### config.mk
export PLATFORM = sky130hd
export DESIGN_NAME = ahb_timer_slave
export DESIGN_NICKNAME = d
export VERILOG_FILES = /design/src/rtl/ahb_timer_slave.sv
export SDC_FILE = /design/constraint.sdc
export NUM_CORES = 1
export LEC_CHECK = 0
export CAP_MARGIN = 10
export CORE_ASPECT_RATIO = 1.2
export CORE_MARGIN = 2
export CORE_UTILIZATION = 48
export DETAILED_ROUTE_END_ITERATION = 7
export PLACE_DENSITY = 0.76
export SYNTH_ARGS = -nofsm -noshare
export SYNTH_HDL_FRONTEND = slang
export SYNTH_SLANG_ARGS = --single-unit
### constraint.sdc
create_clock -name clk -period 1.8 [get_ports clk]
set_input_delay 0.27 -clock clk [delete_from_list [all_inputs] [get_ports clk]]
set_output_delay 0.27 -clock clk [all_outputs]
set_load 0.01 [all_outputs]
### src/rtl/ahb_timer_slave.sv
// AHB-Lite timer slave: prescaled counter with compare, sticky match flag and level irq.
// Legal word transfers complete with zero wait states; bad size or alignment gets a two-cycle ERROR.
module ahb_timer_slave #(
    parameter int          CNT_W   = 32,
    parameter int          PRE_W   = 8,
    parameter logic [31:0] CMP_RST = 32'hFFFF_FFFF
) (
    input  logic        clk,
    input  logic        reset,
    input  logic        hsel,
    input  logic [31:0] haddr,
    input  logic [1:0]  htrans,
    input  logic        hwrite,
    input  logic [2:0]  hsize,
    input  logic [31:0] hwdata,
    input  logic        hready_in,
    output logic [31:0] hrdata,
    output logic        hready_out,
    output logic        hresp,
    output logic        irq
);

    localparam logic [1:0]       A_CTRL   = 2'd0;
    localparam logic [1:0]       A_COUNT  = 2'd1;
    localparam logic [1:0]       A_CMP    = 2'd2;
    localparam logic [1:0]       A_STATUS = 2'd3;
    localparam logic [CNT_W-1:0] CMP_INIT = CMP_RST[CNT_W-1:0];
    localparam logic [CNT_W-1:0] CNT_ONE  = CNT_W'(1'b1);
    localparam logic [PRE_W-1:0] PRE_ONE  = PRE_W'(1'b1);

    typedef enum logic [1:0] {
        ST_OKAY = 2'd0,
        ST_ERR1 = 2'd1,
        ST_ERR2 = 2'd2
    } state_t;

    state_t           state_r, state_s;
    logic             dp_valid_r, dp_write_r, dp_err_r;
    logic [1:0]       dp_addr_r;
    logic             ctrl_en_r, ctrl_auto_r, ctrl_irqen_r;
    logic [PRE_W-1:0] ctrl_pre_r, pre_cnt_r;
    logic [CNT_W-1:0] count_r, cmp_r;
    logic             match_r, irq_r;
    logic [31:0]      rd_s;
    logic             accept_s, err_s, wr_s, tick_s, hit_s;
    logic             unused_s;

    assign accept_s = hsel & htrans[1] & hready_in;
    assign err_s    = (hsize != 3'b010) | (haddr[1:0] != 2'b00);
    assign wr_s     = dp_valid_r & dp_write_r & ~dp_err_r & hready_in;
    assign tick_s   = ctrl_en_r & (pre_cnt_r == ctrl_pre_r);
    assign hit_s    = (count_r == cmp_r);
    assign unused_s = ^{haddr[31:4], htrans[0], hwdata};

    // Address-phase capture; held while the bus is stalled
    always_ff @(posedge clk or negedge reset) begin
        if (!reset) begin
            dp_valid_r <= 1'b0;
            dp_write_r <= 1'b0;
            dp_err_r   <= 1'b0;
            dp_addr_r  <= 2'b00;
        end else if (hready_in) begin
            dp_valid_r <= accept_s;
            dp_write_r <= hwrite;
            dp_err_r   <= err_s;
            dp_addr_r  <= haddr[3:2];
        end
    end

    // Error response state register
    always_ff @(posedge clk or negedge reset) begin
        if (!reset) state_r <= ST_OKAY;
        else        state_r <= state_s;
    end

    // Error response next state; an ERR2 cycle may accept a fresh bad transfer
    always_comb begin
        state_s = state_r;
        case (state_r)
            ST_OKAY: if (accept_s && err_s) state_s = ST_ERR1; else state_s = ST_OKAY;
            ST_ERR1: state_s = ST_ERR2;
            ST_ERR2: if (accept_s && err_s) state_s = ST_ERR1; else state_s = ST_OKAY;
            default: state_s = ST_OKAY;
        endcase
    end

    // Error response outputs
    always_comb begin
        hready_out = 1'b1;
        hresp      = 1'b0;
        case (state_r)
            ST_OKAY: begin hready_out = 1'b1; hresp = 1'b0; end
            ST_ERR1: begin hready_out = 1'b0; hresp = 1'b1; end
            ST_ERR2: begin hready_out = 1'b1; hresp = 1'b1; end
            default: begin hready_out = 1'b1; hresp = 1'b0; end
        endcase
    end

    // Control and compare registers
    always_ff @(posedge clk or negedge reset) begin
        if (!reset) begin
            ctrl_en_r    <= 1'b0;
            ctrl_auto_r  <= 1'b0;
            ctrl_irqen_r <= 1'b0;
            ctrl_pre_r   <= {PRE_W{1'b0}};
            cmp_r        <= CMP_INIT;
        end else if (wr_s) begin
            if (dp_addr_r == A_CTRL) begin
                ctrl_en_r    <= hwdata[0];
                ctrl_auto_r  <= hwdata[1];
                ctrl_irqen_r <= hwdata[2];
                ctrl_pre_r   <= hwdata[8 +: PRE_W];
            end
            if (dp_addr_r == A_CMP) cmp_r <= hwdata[CNT_W-1:0];
        end
    end

    // Prescaler: restarts from zero whenever the timer is disabled
    always_ff @(posedge clk or negedge reset) begin
        if (!reset)          pre_cnt_r <= {PRE_W{1'b0}};
        else if (!ctrl_en_r) pre_cnt_r <= {PRE_W{1'b0}};
        else if (tick_s)     pre_cnt_r <= {PRE_W{1'b0}};
        else                 pre_cnt_r <= pre_cnt_r + PRE_ONE;
    end

    // Counter; a bus write wins over the tick, the match flag is set on the compare tick
    always_ff @(posedge clk or negedge reset) begin
        if (!reset) begin
            count_r <= {CNT_W{1'b0}};
            match_r <= 1'b0;
            irq_r   <= 1'b0;
        end else begin
            if (wr_s && (dp_addr_r == A_COUNT))  count_r <= hwdata[CNT_W-1:0];
            else if (tick_s && hit_s && ctrl_auto_r) count_r <= {CNT_W{1'b0}};
            else if (tick_s)                     count_r <= count_r + CNT_ONE;
            if (tick_s && hit_s)                 match_r <= 1'b1;
            else if (wr_s && (dp_addr_r == A_STATUS) && hwdata[0]) match_r <= 1'b0;
            irq_r <= match_r & ctrl_irqen_r;
        end
    end

    // Read mux over the captured address
    always_comb begin
        rd_s = 32'h0000_0000;
        case (dp_addr_r)
            A_CTRL: begin
                rd_s[0]          = ctrl_en_r;
                rd_s[1]          = ctrl_auto_r;
                rd_s[2]          = ctrl_irqen_r;
                rd_s[8 +: PRE_W] = ctrl_pre_r;
            end
            A_COUNT:  rd_s[CNT_W-1:0] = count_r;
            A_CMP:    rd_s[CNT_W-1:0] = cmp_r;
            A_STATUS: rd_s[0]         = match_r;
            default:  rd_s            = 32'h0000_0000;
        endcase
    end

    assign hrdata = (dp_valid_r & ~dp_write_r & ~dp_err_r) ? rd_s : 32'h0000_0000;
    assign irq    = irq_r;

endmodule
==> flow_summary.json <==
{
  "status": "complete, but fails checks",
  "violations_in_the_final_reports": "design-rule violations, negative setup slack",
  "synth_area_per_cell_um2": 9.16,
  "synth_warnings": 0,
  "die_w_um": 103,
  "setup_slack_ns": -0.621,
  "path_delay_family": "simple AND/OR/NAND/NOR gates",
  "max_slew_margin_pct": 65.4,
  "fillers": 547,
  "critical-path-top-cell-by-count": "sky130_fd_sc_hd__nand4_1",
  "initial_core_utilization_pct": 48.8,
  "p_per_area_mw_per_mm2": 659,
  "globalplace.congestion": 0.968,
  "critPathKind": "register to register",
  "setup_repair_after_global_routing_missed_its_margin": "true",
  "timing.critical_path.to_type": "register",
  "skew_ns": 0.0161,
  "synth_top_area_share_pct": 26.7,
  "clock_sink_count": 92,
  "antenna_violations_before_repair": 1,
  "critical_path.n_buffers_inverters": 2,
  "period_share_pct": 135,
  "first_iter_violations": 1057,
  "largest_net_degree_at_the_start_of_global_routing": 93,
  "drc": 2,
  "worstPathCellList": "xnor2_2 > nand4_1 > nor4_4 > nand4_1 > buf_6 > buf_8 > a21bo_1 > a21oi_2",
  "synth.yosys.seq_area_share_pct": 41.7,
  "timing.setup.tns_ns": -25.53,
  "fraction_of_final_layout_cells_sized_beyond_drive_strength_1_pct": 57.4,
  "critical-path-max-stage-delay_ns": 0.50,
  "clock_tree_from_tritoncts": "built",
  "clk_latency_ns": 0.37,
  "worst_path_max_delay_cell": "sky130_fd_sc_hd__dfrtp_1",
  "fp.dieArea_mm2": 0.0126,
  "grt_usage_pct": 39.4,
  "finalPower_mw": 6.39,
  "worst_setup_path_start_kind": "register",
  "max_cap_violations": 0,
  "worstSetupStartpoint": "count_r[15]$_DFFE_PN0P_",
  "postSynthNetCount": 699,
  "final_area_mm2": 0.00971,
  "finalHoldViolCount": 0,
  "tightestPinTransition_ns": 0.519,
  "static-leakage-power_nw": 4.28,
  "reg2regPathDepth": 8,
  "r2r_slack_ns": -0.62,
  "routed_wirelength_mm": 28.4,
  "wl_per_cell_um": 27.9,
  "critical_path.reg2reg.endpoint": "count_r[16]$_DFFE_PN0P_",
  "min_period_ns": 2.42,
  "vias_per_cell": 6.85,
  "nets": 940,
  "first_pass_grt_wire_length_mm": 37.1,
  "cts_max_level": 3,
  "vias": 6966,
  "clk_path_buf_depth": 2,
  "syn-cell-area_mm2": 0.00562,
  "fp.coreArea_mm2": 0.0115,
  "ys_ff_latch": 92,
  "synth_top_cell_by_area": "sky130_fd_sc_hd__dfrtp_1",
  "i_o_pin_total": 109,
  "diodes": 0,
  "multiInputGateArea_mm2": 0.00409,
  "highest_ir_drop_seen_on_vdd_v": 0.000464,
  "worstHoldPathType": "primary input to asynchronous set/reset pin",
  "ranking_of_synthesized_cells_by_area": "sky130_fd_sc_hd__dfrtp_1, sky130_fd_sc_hd__dfstp_2, sky130_fd_sc_hd__mux2_2, sky130_fd_sc_hd__xnor2_1, sky130_fd_sc_hd__nor2_1",
  "syn-instance-count": 614,
  "pins_over_slew_limit": 0,
  "hpwl_mm": 12.6,
  "critPathArrivalTime_ns": 2.66,
  "clock.fmax_mhz": 413,
  "drt_pre_antenna_iters": 8,
  "floorplan.rows": 43,
  "sequential_cell_area_mm2": 0.00235,
  "grt_remaining_overflow": 0,
  "worstPathRequired_ns": 2.04,
  "crit_fanout": 5,
  "place_area_mm2": 0.00766,
  "finalSetupViolCount": 74,
  "first_global_vias": 6902,
  "clk_root_buffer_cell": "sky130_fd_sc_hd__clkbuf_16",
  "postRouteAntennaNets": 0,
  "syn_to_final_growth_pct": 72.7,
  "clkTransAtPathRegs_ns": 0.08,
  "die-height_um": 123,
  "portBuffers": 79,
  "placement.setup.worst_slack_ns": -0.351,
  "synth_cell_types": 50,
  "r2r-start": "count_r[15]$_DFFE_PN0P_",
  "final.hold.worst_slack_ns": 0.503,
  "cts_made_buffers": 9
}
## cells by family (layout without fill, tap and decap cells)
family / Yosys count / after routing / share of synthesized area [%]
flip-flops: 92 / 92 / 41.7
AO/OA/AOI/OAI: 122 / 122 / 14.3
buffers and inverters: 62 / 308 / 4.52
adder cells (fa/ha/maj): 11 / 11 / 2.45
multiplexers: 44 / 44 / 8.81
XOR/XNOR: 49 / 49 / 7.63
AND/OR/NAND/NOR: 234 / 234 / 20.7
## stage by stage
stage | instances | util (%)
floorplan | 614 | -
global placement | 954 | 66.6
detailed placement | 954 | 66.6
CTS | 1005 | 77.9
global route | 1017 | 84.3
finish | 1017 | 84.3
## how the worst max path moves through the flow
stage                                   end  slack (ns)  cells after the start
floorplan           count_r[19]$_DFFE_PN0P_       -0.03                      8
global placement                 hrdata[15]       -0.25                      5
detailed placement  count_r[25]$_DFFE_PN0P_       -0.35                      7
CTS                               hrdata[0]       -0.27                      6
global route        count_r[29]$_DFFE_PN0P_       -0.96                      8
finish              count_r[16]$_DFFE_PN0P_       -0.62                      8
## layer usage
layer | vias up | wire, um | share of wire [%] | global-route usage [%]
li1 | 2699 | - | - | -
met1 | 3238 | 9030 | 32 | 42.7
met2 | 728 | 12900 | 45 | 64.8
met3 | 299 | 3460 | 12 | 11.2
met4 | 2 | 3010 | 11 | 29.2
met5 | - | 13 | 0.046 | 0
## layout make-up
cell class	instances	share of cell area, %
clock buffer	9	2.32
clock inverter	7	0.606
inverter	9	0.374
multi-input combinational	460	42.1
sequential	92	24.2
tap	157	2.02
timing repair buffer	283	28.4
## synthesized netlist by cell type, drive strengths merged
cell	instances
a41oi	2
a32o	1
nand4	18
nand3b	1
or2	1
buf	18
a32oi	4
and2	9
a211oi	1
a22oi	21
nor2	76
xor2	4
o21a	5
o21ai	20
dfstp	32
a21oi	39
o211ai	2
nand2	43
a222oi	11
inv	9
nor4b	1
and4	2
nand2b	1
a31oi	12
or4b	1
nor3b	3
nor4	15
nor2b	2
nand4b	1
xnor2	45
mux2	44
a21bo	3
nand3	30
o31ai	1
or3	3
dfrtp	60
ha	11
and3	8
nor3	17
or4	2
clkbuf	35
## state kept, by name (all words and copies together), names as in the netlist, 2 cells and up
name,count
cmp_r,32
ctrl_pre_r,8
count_r,32
state_r,2
pre_cnt_r,8
dp_addr_r,2
## placed cells by master (no fill, tap or decap), types with 5 or more instances in the layout
cell	instances
sky130_fd_sc_hd__ha_1	7
sky130_fd_sc_hd__buf_12	15
sky130_fd_sc_hd__xnor2_2	14
sky130_fd_sc_hd__nand4_1	18
sky130_fd_sc_hd__a222oi_1	11
sky130_fd_sc_hd__nor3_4	6
sky130_fd_sc_hd__xnor2_1	28
sky130_fd_sc_hd__nand2_1	34
sky130_fd_sc_hd__nand3_2	11
sky130_fd_sc_hd__a21oi_1	22
sky130_fd_sc_hd__nor2_1	54
sky130_fd_sc_hd__and2_1	9
sky130_fd_sc_hd__o21ai_1	8
sky130_fd_sc_hd__a31oi_1	8
sky130_fd_sc_hd__nor4_4	9
sky130_fd_sc_hd__nand2_2	6
sky130_fd_sc_hd__a22oi_2	21
sky130_fd_sc_hd__a21oi_2	17
sky130_fd_sc_hd__buf_4	157
sky130_fd_sc_hd__clkdlybuf4s50_1	44
sky130_fd_sc_hd__dfstp_2	32
sky130_fd_sc_hd__and3_1	7
sky130_fd_sc_hd__buf_6	27
sky130_fd_sc_hd__o21ai_2	6
sky130_fd_sc_hd__o21a_1	5
sky130_fd_sc_hd__clkbuf_16	12
sky130_fd_sc_hd__nor2_2	10
sky130_fd_sc_hd__dfrtp_2	9
sky130_fd_sc_hd__mux2_2	44
sky130_fd_sc_hd__inv_1	7
sky130_fd_sc_hd__buf_8	5
sky130_fd_sc_hd__buf_2	20
sky130_fd_sc_hd__buf_16	8
sky130_fd_sc_hd__nor2_4	12
sky130_fd_sc_hd__dfrtp_1	51
sky130_fd_sc_hd__nor3_2	8
sky130_fd_sc_hd__nand3_1	15
## report_power, final
| part | switching [mW] | internal (mW) | total, mW |
|---|---|---|---|
| Sequential | 0.144 | 2.18 | 2.32 |
| Clock | 0.961 | 0.959 | 1.92 |
| Combinational | 1.13 | 1.02 | 2.15 |
## worst min-delay path: cells and delay by family
kind | cells | cell delay (ns)
buf+inv | 3 | 1.04
## repair_timing
action / in CTS / in global routing
hold endpoints to repair: 44 / 0
setup endpoints to repair: 75 / 116
buffers inserted: 23 / 17
pin swaps: 60 / 82
hold buffers: 1 / 0
resized for setup: 304 / 122
cloned: 14 / 3
Power figures use the tool's default switching activity.
